===== src/rtl/adder_seq_ctrl_if.sv =====
// -----------------------------------------------------------------------------
// adder_seq_ctrl_if
//   Request/response bundle between two operand producers, one result consumer
//   and the adder_seq_ctrl block.
//
//   Handshake rule (both channels): a transfer happens on a rising clk edge
//   where valid and ready are both high. Once the sender raises valid it holds
//   its payload until that edge. A requester that drops valid before it is
//   granted is simply not served. The consumer may hold rsp_ready low for as
//   long as it likes.
//
//   Signals
//     req_valid [1:0]        per-requester request valid (bit i = requester i)
//     req_ready [1:0]        per-requester accept, at most one bit high
//     req_a     [2*WIDTH-1:0] operand A, requester i at [i*WIDTH +: WIDTH]
//     req_b     [2*WIDTH-1:0] operand B, same packing
//     req_cin   [1:0]        carry-in per requester
//     rsp_valid              result valid
//     rsp_ready              consumer accepts the result
//     rsp_id                 requester that owns the result
//     rsp_sum   [WIDTH-1:0]  A+B+Cin, low WIDTH bits
//     rsp_cout               carry out of bit WIDTH-1
//     rsp_ovf                signed overflow
//     busy                   job in flight or result waiting
//     dbg_state [1:0]        controller state (0 idle, 1 run, 2 done)
// -----------------------------------------------------------------------------
interface adder_seq_ctrl_if #(
   parameter int WIDTH = 16
);
   logic [1:0]         req_valid;
   logic [1:0]         req_ready;
   logic [2*WIDTH-1:0] req_a;
   logic [2*WIDTH-1:0] req_b;
   logic [1:0]         req_cin;
   logic               rsp_valid;
   logic               rsp_ready;
   logic               rsp_id;
   logic [WIDTH-1:0]   rsp_sum;
   logic               rsp_cout;
   logic               rsp_ovf;
   logic               busy;
   logic [1:0]         dbg_state;

   // Controller side.
   modport slave (
      input  req_valid, req_a, req_b, req_cin, rsp_ready,
      output req_ready, rsp_valid, rsp_id, rsp_sum, rsp_cout, rsp_ovf,
             busy, dbg_state
   );

   // Producer/consumer side.
   modport master (
      output req_valid, req_a, req_b, req_cin, rsp_ready,
      input  req_ready, rsp_valid, rsp_id, rsp_sum, rsp_cout, rsp_ovf,
             busy, dbg_state
   );
endinterface


===== src/rtl/adder_seq_ctrl.sv =====
// -----------------------------------------------------------------------------
// adder_seq_ctrl
//   Shares a single 4-bit full-adder slice between two requesters and runs it
//   nibble-serially to add WIDTH-bit operands with carry chaining. Round-robin
//   arbitration picks the next job. The result comes back on one response
//   channel tagged with the requester id.
//
//   Ports
//     clk    rising-edge clock
//     rst_n  asynchronous active-low reset
//     bus    adder_seq_ctrl_if.slave: request/response channels, busy, state
//
//   Timing: the accepting edge moves to RUN. RUN lasts WIDTH/4 cycles, one
//   nibble per cycle, LSB first. rsp_valid rises WIDTH/4 edges after the
//   accepting edge and stays up until rsp_ready. Result registers hold their
//   last value while idle.
// -----------------------------------------------------------------------------
module adder_seq_ctrl #(
   parameter int WIDTH = 16
) (
   input  logic            clk,
   input  logic            rst_n,
   adder_seq_ctrl_if.slave bus
);
   localparam int NSLICE = WIDTH / 4;
   localparam int CW     = (NSLICE > 1) ? $clog2(NSLICE) : 1;
   localparam logic [CW-1:0] LAST_SLICE = CW'(NSLICE - 1);

   typedef enum logic [1:0] {
      S_IDLE = 2'd0,
      S_RUN  = 2'd1,
      S_DONE = 2'd2
   } state_t;

   state_t           state_q, state_d;
   logic             last_grant_q;
   logic [WIDTH-1:0] a_q, b_q;
   logic             carry_q;
   logic             id_q;
   logic [CW-1:0]    cnt_q;
   logic [WIDTH-1:0] rsp_sum_q;
   logic             rsp_cout_q, rsp_ovf_q, rsp_id_q;

   logic             any_valid;
   logic             grant;
   logic             accept;
   logic             last_slice;
   logic [3:0]       s_nib;
   logic             slice_co;
   logic             slice_ovf;
   logic [WIDTH-1:0] acc_next;

   // Arbitration. A tie goes to the requester that was not served last.
   always_comb begin
      any_valid = |bus.req_valid;
      grant     = 1'b0;
      if (&bus.req_valid) grant = ~last_grant_q;
      else                grant = bus.req_valid[1];
      accept = (state_q == S_IDLE) && any_valid;
      bus.req_ready = 2'b00;
      if (accept) bus.req_ready[grant] = 1'b1;
   end

   // Shared 4-bit slice. carry_q is loaded with cin on accept, so slice 0
   // sees the requester's carry-in.
   always_comb begin
      {slice_co, s_nib} = {1'b0, a_q[3:0]} + {1'b0, b_q[3:0]} + 5'(carry_q);
      // On the final slice the low nibbles are the operand sign nibbles.
      slice_ovf  = (a_q[3] == b_q[3]) && (s_nib[3] != a_q[3]);
      last_slice = (cnt_q == LAST_SLICE);
   end

   // Partial sums collect in a shift register that is one nibble shorter than
   // WIDTH. The current slice's nibble completes it, so the full sum is ready
   // in the same cycle as the final slice.
   generate
      if (NSLICE > 1) begin : g_acc
         logic [WIDTH-5:0] acc_q;
         assign acc_next = {s_nib, acc_q};
         always_ff @(posedge clk or negedge rst_n) begin
            if (!rst_n)                acc_q <= '0;
            else if (state_q == S_RUN) acc_q <= acc_next[WIDTH-1:4];
         end
      end else begin : g_acc1
         assign acc_next = s_nib;
      end
   endgenerate

   // Next-state logic.
   always_comb begin
      state_d = state_q;
      case (state_q)
         S_IDLE:  if (accept)        state_d = S_RUN;
         S_RUN:   if (last_slice)    state_d = S_DONE;
         S_DONE:  if (bus.rsp_ready) state_d = S_IDLE;
         default:                    state_d = S_IDLE;
      endcase
   end

   always_ff @(posedge clk or negedge rst_n) begin
      if (!rst_n) state_q <= S_IDLE;
      else        state_q <= state_d;
   end

   // Datapath registers.
   always_ff @(posedge clk or negedge rst_n) begin
      if (!rst_n) begin
         last_grant_q <= 1'b1;
         a_q          <= '0;
         b_q          <= '0;
         carry_q      <= 1'b0;
         id_q         <= 1'b0;
         cnt_q        <= '0;
         rsp_sum_q    <= '0;
         rsp_cout_q   <= 1'b0;
         rsp_ovf_q    <= 1'b0;
         rsp_id_q     <= 1'b0;
      end else begin
         if (accept) begin
            a_q          <= grant ? bus.req_a[2*WIDTH-1:WIDTH] : bus.req_a[WIDTH-1:0];
            b_q          <= grant ? bus.req_b[2*WIDTH-1:WIDTH] : bus.req_b[WIDTH-1:0];
            carry_q      <= bus.req_cin[grant];
            id_q         <= grant;
            last_grant_q <= grant;
            cnt_q        <= '0;
         end else if (state_q == S_RUN) begin
            a_q     <= a_q >> 4;
            b_q     <= b_q >> 4;
            carry_q <= slice_co;
            cnt_q   <= cnt_q + CW'(1);
            if (last_slice) begin
               rsp_sum_q  <= acc_next;
               rsp_cout_q <= slice_co;
               rsp_ovf_q  <= slice_ovf;
               rsp_id_q   <= id_q;
            end
         end
      end
   end

   assign bus.rsp_valid = (state_q == S_DONE);
   assign bus.busy      = (state_q != S_IDLE);
   assign bus.rsp_sum   = rsp_sum_q;
   assign bus.rsp_cout  = rsp_cout_q;
   assign bus.rsp_ovf   = rsp_ovf_q;
   assign bus.rsp_id    = rsp_id_q;
   assign bus.dbg_state = state_q;
endmodule


===== src/flat_wrapper.sv =====
// flat-port wrapper written by rule: the top's interface ports become plain ports
module adder_seq_ctrl_flat 
#(
   parameter int WIDTH = 16
)
  (clk, rst_n, bus_req_valid, bus_req_a, bus_req_b, bus_req_cin, bus_rsp_ready, bus_req_ready, bus_rsp_valid, bus_rsp_id, bus_rsp_sum, bus_rsp_cout, bus_rsp_ovf, bus_busy, bus_dbg_state);
  adder_seq_ctrl_if #(.WIDTH(WIDTH)) bus_i ();
  input  logic clk;
  input  logic rst_n;
  input wire logic [$bits(bus_i.req_valid)-1:0] bus_req_valid;
  input wire logic [$bits(bus_i.req_a)-1:0] bus_req_a;
  input wire logic [$bits(bus_i.req_b)-1:0] bus_req_b;
  input wire logic [$bits(bus_i.req_cin)-1:0] bus_req_cin;
  input wire logic [$bits(bus_i.rsp_ready)-1:0] bus_rsp_ready;
  output wire logic [$bits(bus_i.req_ready)-1:0] bus_req_ready;
  output wire logic [$bits(bus_i.rsp_valid)-1:0] bus_rsp_valid;
  output wire logic [$bits(bus_i.rsp_id)-1:0] bus_rsp_id;
  output wire logic [$bits(bus_i.rsp_sum)-1:0] bus_rsp_sum;
  output wire logic [$bits(bus_i.rsp_cout)-1:0] bus_rsp_cout;
  output wire logic [$bits(bus_i.rsp_ovf)-1:0] bus_rsp_ovf;
  output wire logic [$bits(bus_i.busy)-1:0] bus_busy;
  output wire logic [$bits(bus_i.dbg_state)-1:0] bus_dbg_state;
  assign bus_i.req_valid = bus_req_valid;
  assign bus_i.req_a = bus_req_a;
  assign bus_i.req_b = bus_req_b;
  assign bus_i.req_cin = bus_req_cin;
  assign bus_i.rsp_ready = bus_rsp_ready;
  assign bus_req_ready = bus_i.req_ready;
  assign bus_rsp_valid = bus_i.rsp_valid;
  assign bus_rsp_id = bus_i.rsp_id;
  assign bus_rsp_sum = bus_i.rsp_sum;
  assign bus_rsp_cout = bus_i.rsp_cout;
  assign bus_rsp_ovf = bus_i.rsp_ovf;
  assign bus_busy = bus_i.busy;
  assign bus_dbg_state = bus_i.dbg_state;
  adder_seq_ctrl #(.WIDTH(WIDTH)) u_core (.clk(clk), .rst_n(rst_n), .bus(bus_i));
endmodule

===== config.mk =====
export PLATFORM = sky130hd
export DESIGN_NAME = adder_seq_ctrl_flat
export DESIGN_NICKNAME = d
export VERILOG_FILES = /design/src/rtl/adder_seq_ctrl_if.sv /design/src/rtl/adder_seq_ctrl.sv /design/src/flat_wrapper.sv
export SDC_FILE = /design/constraint.sdc
export NUM_CORES = 1
export LEC_CHECK = 0
export ABC_CLOCK_PERIOD_IN_PS = 2300
export CAP_MARGIN = 0
export CELL_PAD_IN_SITES_DETAIL_PLACEMENT = 2
export CELL_PAD_IN_SITES_GLOBAL_PLACEMENT = 2
export CORE_UTILIZATION = 29
export DETAILED_ROUTE_END_ITERATION = 10
export PLACE_DENSITY = 0.86
export SLEW_MARGIN = 20
export SYNTH_ARGS = -nofsm -noshare
export SYNTH_HDL_FRONTEND = slang
export SYNTH_SLANG_ARGS = --single-unit

===== constraint.sdc =====
create_clock -name clk -period 2.3 [get_ports clk]
set_input_delay 0.46 -clock clk [delete_from_list [all_inputs] [get_ports clk]]
set_output_delay 0.46 -clock clk [all_outputs]
set_load 0.02 [all_outputs]

==> flow_metrics.py, run 1 <==
metrics = {
    "run_status": {
        "status": "complete, no violations",
    },
    "floorplanning": {
        "num_rows": 37,
        "dieWidth_um": 105,
        "die_area_um2": 11100,
        "coreArea_um2": 10300,
        "start_util_pct": 30.0,
        "fp.dieH_um": 105,
        "io_pins": 96,
    },
    "clock_network": {
        "cts_setup_buffers": 0,
        "cts_resized": 3,
        "cts_num_sinks": 70,
        "htree_levels": 3,
        "clockBufferDepth": 2,
        "cts_buffers": 9,
        "clock-root-buffer": "clkbuf_8",
        "cts_hold_buf": 0,
        "cts_tree": "built",
        "clock_latency_ns": 0.36,
        "path_clk_slew_ns": 0.08,
    },
    "power_and_ir_drop": {
        "switchingPower_mw": 2.39,
        "combPwrFrac_pct": 47.0,
        "power.leakage_nw": 1.93,
        "seqPwrFrac_pct": 36.5,
        "switching_share_pct": 39.1,
        "power.density_nw_per_um2": 1400,
        "ir_drop_v": 0.000488,
        "power_frac_clock_pct": 16.5,
        "p_int_mw": 3.73,
        "power_mw": 6.11,
    },
    "timing": {
        "rsz0062_at_grt": "false",
        "postLayoutSetupSlackWorst_ns": 0.122,
        "fin_skew_ns": 0.00983,
        "tns_ns": 0,
        "tightest_slew_ns": 1.03,
        "period_needed_ns": 2.18,
        "fmax_mhz": 459,
        "fin_crit_sh_pct": 94.7,
        "drv_slew": 0,
        "finalHoldViolCount": 0,
        "slew_headroom_pct": 31.3,
        "hold_slack_ns": 0.122,
        "setup_viol": 0,
    },
    "yosys": {
        "synth_edf_count": 0,
        "synth_fp_nets": 349,
        "ys_ff_latch": 70,
        "synth_area_per_cell_um2": 11.4,
        "syn-cell-area_um2": 3100,
        "ys.flop_type": "dfrtp_1",
        "seq_area_frac_synth_pct": 56.6,
        "synthCells": 272,
        "ys_warn_count": 0,
        "synth.distinct_cells": 28,
        "async_reset_ff_share_pct": 100,
    },
    "final_layout": {
        "multiInputGateArea_um2": 1200,
        "finish.utilization_pct": 42.3,
        "drive_gt1_share_pct": 14.7,
        "nFillCells": 1073,
        "diodes": 0,
        "final_common_cell": "clkdlybuf4s50_1",
        "nets": 445,
        "layout_common_cells": "91 x clkdlybuf4s50_1, 69 x dfrtp_1, 27 x nor2_1",
        "syn_to_final_growth_pct": 41.1,
        "seqCellArea_um2": 1750,
    },
    "critical_path": {
        "worstSetupEndpointType": "output pin",
        "startpoint": "u_core.bus.dbg_state[0]",
        "worst_r2r_startpoint": "u_core.bus.dbg_state[0]",
        "path_buf_inv": 2,
        "path_class": "flop to output pin",
        "cp.arrival_ns": 1.72,
        "cp_slowest_stage_delay_ns": 0.68,
        "cp_cell_sequence": "buf_4 -> clkdlybuf4s50_1",
        "path_delay_family": "buffers and inverters",
        "crit_required_ns": 1.84,
        "cp_slowest_cell": "clkdlybuf4s50_1",
        "crit_fanout": 30,
        "crit_path_start_kind": "flop",
    },
    "detailed_routing": {
        "drc": 0,
        "ant_nets": 0,
        "vias": 2615,
        "wl_per_cell_um": 17.8,
        "first_pass_iters": 7,
        "via_per_inst": 5.14,
        "routed_wl_um": 9070,
        "drt-initial-drc-count": 156,
    },
    "place": {
        "gp_congestion": 0.796,
        "post-place-ws_ns": -0.0668,
        "dp_hpwl_um": 6580,
        "io_buffers": 95,
    },
    "grt": {
        "grt_pass1_wl_um": 15400,
        "grt_use_total_pct": 18.2,
        "antenna_found_initial": 0,
        "gr-total-overflow": 0,
        "grt_pass1_vias": 2925,
        "grt_max_degree": 50,
    },
    "job": {
        "maxCapViolCount": 0,
    },
    "worst_hold_path": {
        "min_path_type": "input pin to async pin",
    },
}
==> worst reg2reg max path, cell delays in order, from the launching register on <==
cell and delay [ns]:
dfrtp_1 0.35, buf_4 0.33, nor3_1 0.15, nor2_4 0.79
nor2_1 0.14, a21oi_1 0.18
==> cells by family after synthesis <==
family | count (synthesis) | synth area share [%]
AOI/OAI and AO/OA | 78 | 17.7
DFF | 70 | 56.6
and+or+nand+nor | 64 | 8.64
buffers and inverters | 28 | 4.97
muxes | 23 | 8.36
adders and majority gates | 6 | 2.91
xor gates and xnor gates | 3 | 0.848
==> metal layers <==
metal	vias up	wire (um)	track usage [%]
met5	-	0	0
met4	0	173	6.64
met3	15	714	6.06
met2	120	4430	29.9
met1	1289	3750	22.2
li1	1191	-	-
==> Yosys cell counts (all sizes together), types with 2 or more instances <==
| cell type | count | area share (%) |
|---|---|---|
| and3 | 2 | 0.40 |
| a22oi | 8 | 1.9 |
| dfrtp | 69 | 56 |
| o21ai | 13 | 2.1 |
| nor2 | 28 | 3.4 |
| nand2 | 26 | 3.1 |
| xor2 | 3 | 0.85 |
| mux2 | 23 | 8.4 |
| a21o | 3 | 0.73 |
| inv | 7 | 0.85 |
| fa | 2 | 1.3 |
| buf | 14 | 3.3 |
| ha | 4 | 1.6 |
| clkbuf | 7 | 0.85 |
| a21oi | 26 | 4.2 |
| a222oi | 24 | 7.8 |
| nand2b | 3 | 0.61 |
==> power groups by stage <==
stage          sequential, mW  clock [mW]  combinational [mW]
2_1_floorplan            2.35           0                1.69
3_3_place_gp             2.21           0                2.75
3_5_place_dp             2.26           0                2.89
4_1_cts                  2.24        1.05                2.92
5_1_grt                  2.32        1.10                3.18
6_report                 2.23        1.01                2.87
==> worst paths after layout <==
kind | end | slack [ns] | depth (start not counted)
min in group clk | u_core.id_q | 0.50 | 1
worst max register to register | u_core.b_q[11] | 0.28 | 5
max in group asynchronous | u_core.last_grant_q | 1.76 | 2
worst min-delay path | u_core.bus.rsp_sum[2] | 0.12 | 2
worst min register to register | u_core.id_q | 0.50 | 1
worst max-delay path | bus_dbg_state[0] | 0.12 | 2
==> registers in the layout, indices dropped and copies added (netlist names) <==
register	count
u_core.bus.rsp_ovf	1
u_core.bus.rsp_cout	1
u_core.cnt_q	2
u_core.carry_q	1
u_core.b_q	16
u_core.bus.rsp_id	1
u_core.last_grant_q	1
u_core.g_acc.acc_q	12
u_core.bus.dbg_state	2
u_core.id_q	1
u_core.a_q	16
u_core.bus.rsp_sum	16
==> area by class of cell <==
type	count	area share, %
Clock buffer	9	2.83
Clock inverter	7	1.69
Inverter	7	0.601
Multi-Input combinational cell	174	27.4
Sequential cell	70	40.1
Tap cell	136	3.89
Timing Repair Buffer	106	23.4
==> stage by stage <==
stage	std cells	area, um2
3_5_place_dp	493	4180
2_1_floorplan	272	3100
3_3_place_gp	493	4180
6_report	509	4370
5_1_grt	509	4370
4_1_cts	509	4370
(Power assumes the default switching activity.)
==> inputs of run 2 (changes only) <==
==> config.mk (replaced) <==
export PLATFORM = sky130hd
export DESIGN_NAME = adder_seq_ctrl_flat
export DESIGN_NICKNAME = d
export VERILOG_FILES = /design/src/rtl/adder_seq_ctrl_if.sv /design/src/rtl/adder_seq_ctrl.sv /design/src/flat_wrapper.sv
export SDC_FILE = /design/constraint.sdc
export NUM_CORES = 1
export LEC_CHECK = 0
export ABC_CLOCK_PERIOD_IN_PS = 2500
export CAP_MARGIN = 0
export CELL_PAD_IN_SITES_DETAIL_PLACEMENT = 1
export CELL_PAD_IN_SITES_GLOBAL_PLACEMENT = 1
export CORE_UTILIZATION = 36
export DETAILED_ROUTE_END_ITERATION = 10
export PLACE_DENSITY = 0.87
export SLEW_MARGIN = 20
export SYNTH_ARGS = -nofsm -noshare
export SYNTH_HDL_FRONTEND = slang
export SYNTH_SLANG_ARGS = --single-unit
export TNS_END_PERCENT = 20
==> constraint.sdc (replaced) <==
create_clock -name clk -period 2.5 [get_ports clk]
set_input_delay 0.5 -clock clk [delete_from_list [all_inputs] [get_ports clk]]
set_output_delay 0.5 -clock clk [all_outputs]
set_load 0.02 [all_outputs]
==> run 2 against run 1 <==
Wire length down 6.7%. First-iteration DRC count fell by 3.2%. Clock-buffer cell count grew 2. Setup slack worse by 0.053 ns. Die area shrank 19%. Clock skew up 0.0024 ns. Sequential power fell by 8%. Sequential cell count unchanged. Via count down 2.8%. Critical path type is now input pin to output pin. Non-clock buffer count is 6 lower. Worst hold slack improved by 0.047 ns.
==> flow_metrics.py, run 2 (same netlist as run 1, synthesis figures left out) <==
metrics = {
    "detailed_routing": {
        "drc": 0,
        "routed_wl_um": 8470,
        "first_pass_iters": 7,
        "vias": 2542,
        "drt-initial-drc-count": 151,
        "via_per_inst": 5.39,
        "wl_per_cell_um": 17.9,
        "ant_nets": 0,
    },
    "critical_path": {
        "crit_top_cell": "clkdlybuf4s50_1",
        "crit_path_start_kind": "input pin",
        "worstSetupEndpointType": "output pin",
        "cp_slowest_stage_delay_ns": 0.62,
        "crit_required_ns": 2.00,
        "cp_cell_sequence": "clkdlybuf4s50_1 -> nand2b_1 -> and3_1 -> clkdlybuf4s50_1",
        "worst_r2r_startpoint": "u_core.bus.dbg_state[0]",
        "cp.arrival_ns": 1.93,
        "cp_slowest_cell": "clkdlybuf4s50_1",
        "path_class": "input pin to output pin",
        "crit_fanout": 5,
        "path_delay_family": "buffers and inverters",
        "startpoint": "bus_req_valid[1]",
        "path_buf_inv": 2,
    },
    "final_layout": {
        "layout_common_cells": "94 x clkdlybuf4s50_1, 69 x dfrtp_1, 27 x nor2_1",
        "diodes": 0,
        "drive_gt1_share_pct": 12.8,
        "final_common_cell": "clkdlybuf4s50_1",
        "syn_to_final_growth_pct": 38.7,
        "nets": 439,
    },
    "timing": {
        "drv_slew": 0,
        "hold_slack_ns": 0.169,
        "slew_headroom_pct": 33.3,
        "setup_viol": 0,
        "fin_crit_sh_pct": 97.3,
        "tightest_slew_ns": 0.998,
        "tns_ns": 0,
        "fin_skew_ns": 0.0122,
        "fmax_mhz": 411,
        "rsz0062_at_grt": "false",
        "period_needed_ns": 2.43,
        "finalHoldViolCount": 0,
    },
    "clock_network": {
        "cts_num_sinks": 70,
        "cts_tree": "built",
        "path_clk_slew_ns": 0.08,
        "cts_buffers": 9,
        "cts_resized": 0,
        "clock_latency_ns": 0.34,
        "cts_hold_buf": 0,
        "cts_setup_buffers": 0,
        "htree_levels": 3,
        "clock-root-buffer": "clkbuf_8",
        "clockBufferDepth": 2,
    },
    "power_and_ir_drop": {
        "switchingPower_mw": 2.12,
        "switching_share_pct": 38.5,
        "combPwrFrac_pct": 46.6,
        "power_frac_clock_pct": 16.2,
        "power.leakage_nw": 1.89,
        "seqPwrFrac_pct": 37.1,
        "power_mw": 5.52,
        "power.density_nw_per_um2": 1290,
        "ir_drop_v": 0.000413,
        "p_int_mw": 3.40,
    },
    "floorplanning": {
        "fp.dieH_um": 94.8,
        "coreArea_um2": 8260,
        "dieWidth_um": 94.8,
        "num_rows": 33,
        "start_util_pct": 37.5,
        "die_area_um2": 8980,
        "io_pins": 96,
    },
    "job": {
        "maxCapViolCount": 0,
    },
    "grt": {
        "grt_max_degree": 50,
        "grt_use_total_pct": 20.7,
        "grt_pass1_wl_um": 14000,
        "gr-total-overflow": 0,
        "grt_pass1_vias": 2774,
        "antenna_found_initial": 0,
    },
    "run_status": {
        "status": "complete, no violations",
    },
    "place": {
        "gp_congestion": 0.799,
        "io_buffers": 95,
        "dp_hpwl_um": 6080,
    },
    "worst_hold_path": {
        "min_path_type": "input pin to async pin",
    },
}
==> run 2: cell types whose count changed in the layout (fill, tap and decap cells not counted) <==
cell             change
clkinv_2             -1
buf_4                -7
buf_12               +1
clkdlybuf4s50_1      +3
inv_6                -1
clkbuf_1             +2
dlygate4sd2_1        -3
==> run 2: final cells by class <==
class | instances | area [um2]
clock buffers | 11 | 131
repair buffers | 100 | 996
flip-flops and latches | 70 | 1750
clock inverters | 5 | 60.1
fillers | 882 | 3960
multi-input cells | 174 | 1200
well taps | 105 | 131
inverters | 7 | 26.3
==> run 2: power groups by stage <==
| stage | Sequential [mW] | Combinational [mW] | Clock [mW] |
|---|---|---|---|
| finish | 2.05 | 2.58 | 0.896 |
| detailed placement | 2.08 | 2.59 | 0 |
| global placement | 2.02 | 2.45 | 0 |
| CTS | 2.06 | 2.61 | 0.918 |
| global route | 2.12 | 2.85 | 0.965 |
| floorplan | 2.16 | 1.55 | 0 |
==> run 2: path summary, 6_finish.rpt <==
path                            slack [ns]  depth (start not counted)                    end
worst max register to register        0.47                          5          u_core.a_q[1]
min in group clk                      0.48                          2         u_core.a_q[12]
worst min register to register        0.48                          2         u_core.a_q[12]
max in group asynchronous             1.62                          2    u_core.last_grant_q
worst max-delay path                  0.07                          4       bus_req_ready[0]
worst min-delay path                  0.17                          1  u_core.bus.rsp_sum[2]
==> run 2: metrics by stage <==
stage / setup slack [ns] / util, % / area [um2] / cells
final: 0.0684 / 52.0 / 4300 / 472
after global placement: 0.0915 / 49.7 / 4110 / 456
after floorplan: 0.770 / - / 3100 / 272
after CTS: 0.0526 / 52.0 / 4300 / 472
after global routing: 0.0135 / 52.0 / 4300 / 472
after detailed placement: 0.0687 / 49.7 / 4110 / 456
==> run 2: layer usage <==
metal / wire length (um) / track usage (%) / share of wire, % / up-vias
li1: - / - / - / 1174
met1: 3500 / 24.9 / 41 / 1254
met2: 4150 / 34.7 / 49 / 101
met3: 703 / 7.57 / 8.3 / 13
met4: 121 / 6.19 / 1.4 / 0
met5: 0 / 0 / 0 / -
==> inputs of run 3 (changes only) <==
--- a/config.mk
+++ b/config.mk
@@ -6,7 +6,7 @@
 export NUM_CORES = 1
 export LEC_CHECK = 0
 export ABC_CLOCK_PERIOD_IN_PS = 2500
-export CAP_MARGIN = 0
+export CAP_MARGIN = 10
 export CELL_PAD_IN_SITES_DETAIL_PLACEMENT = 1
 export CELL_PAD_IN_SITES_GLOBAL_PLACEMENT = 1
 export CORE_UTILIZATION = 36
==> results of run 3 <==
No change in the layout: final DEF, timing and power equal those of run 2.
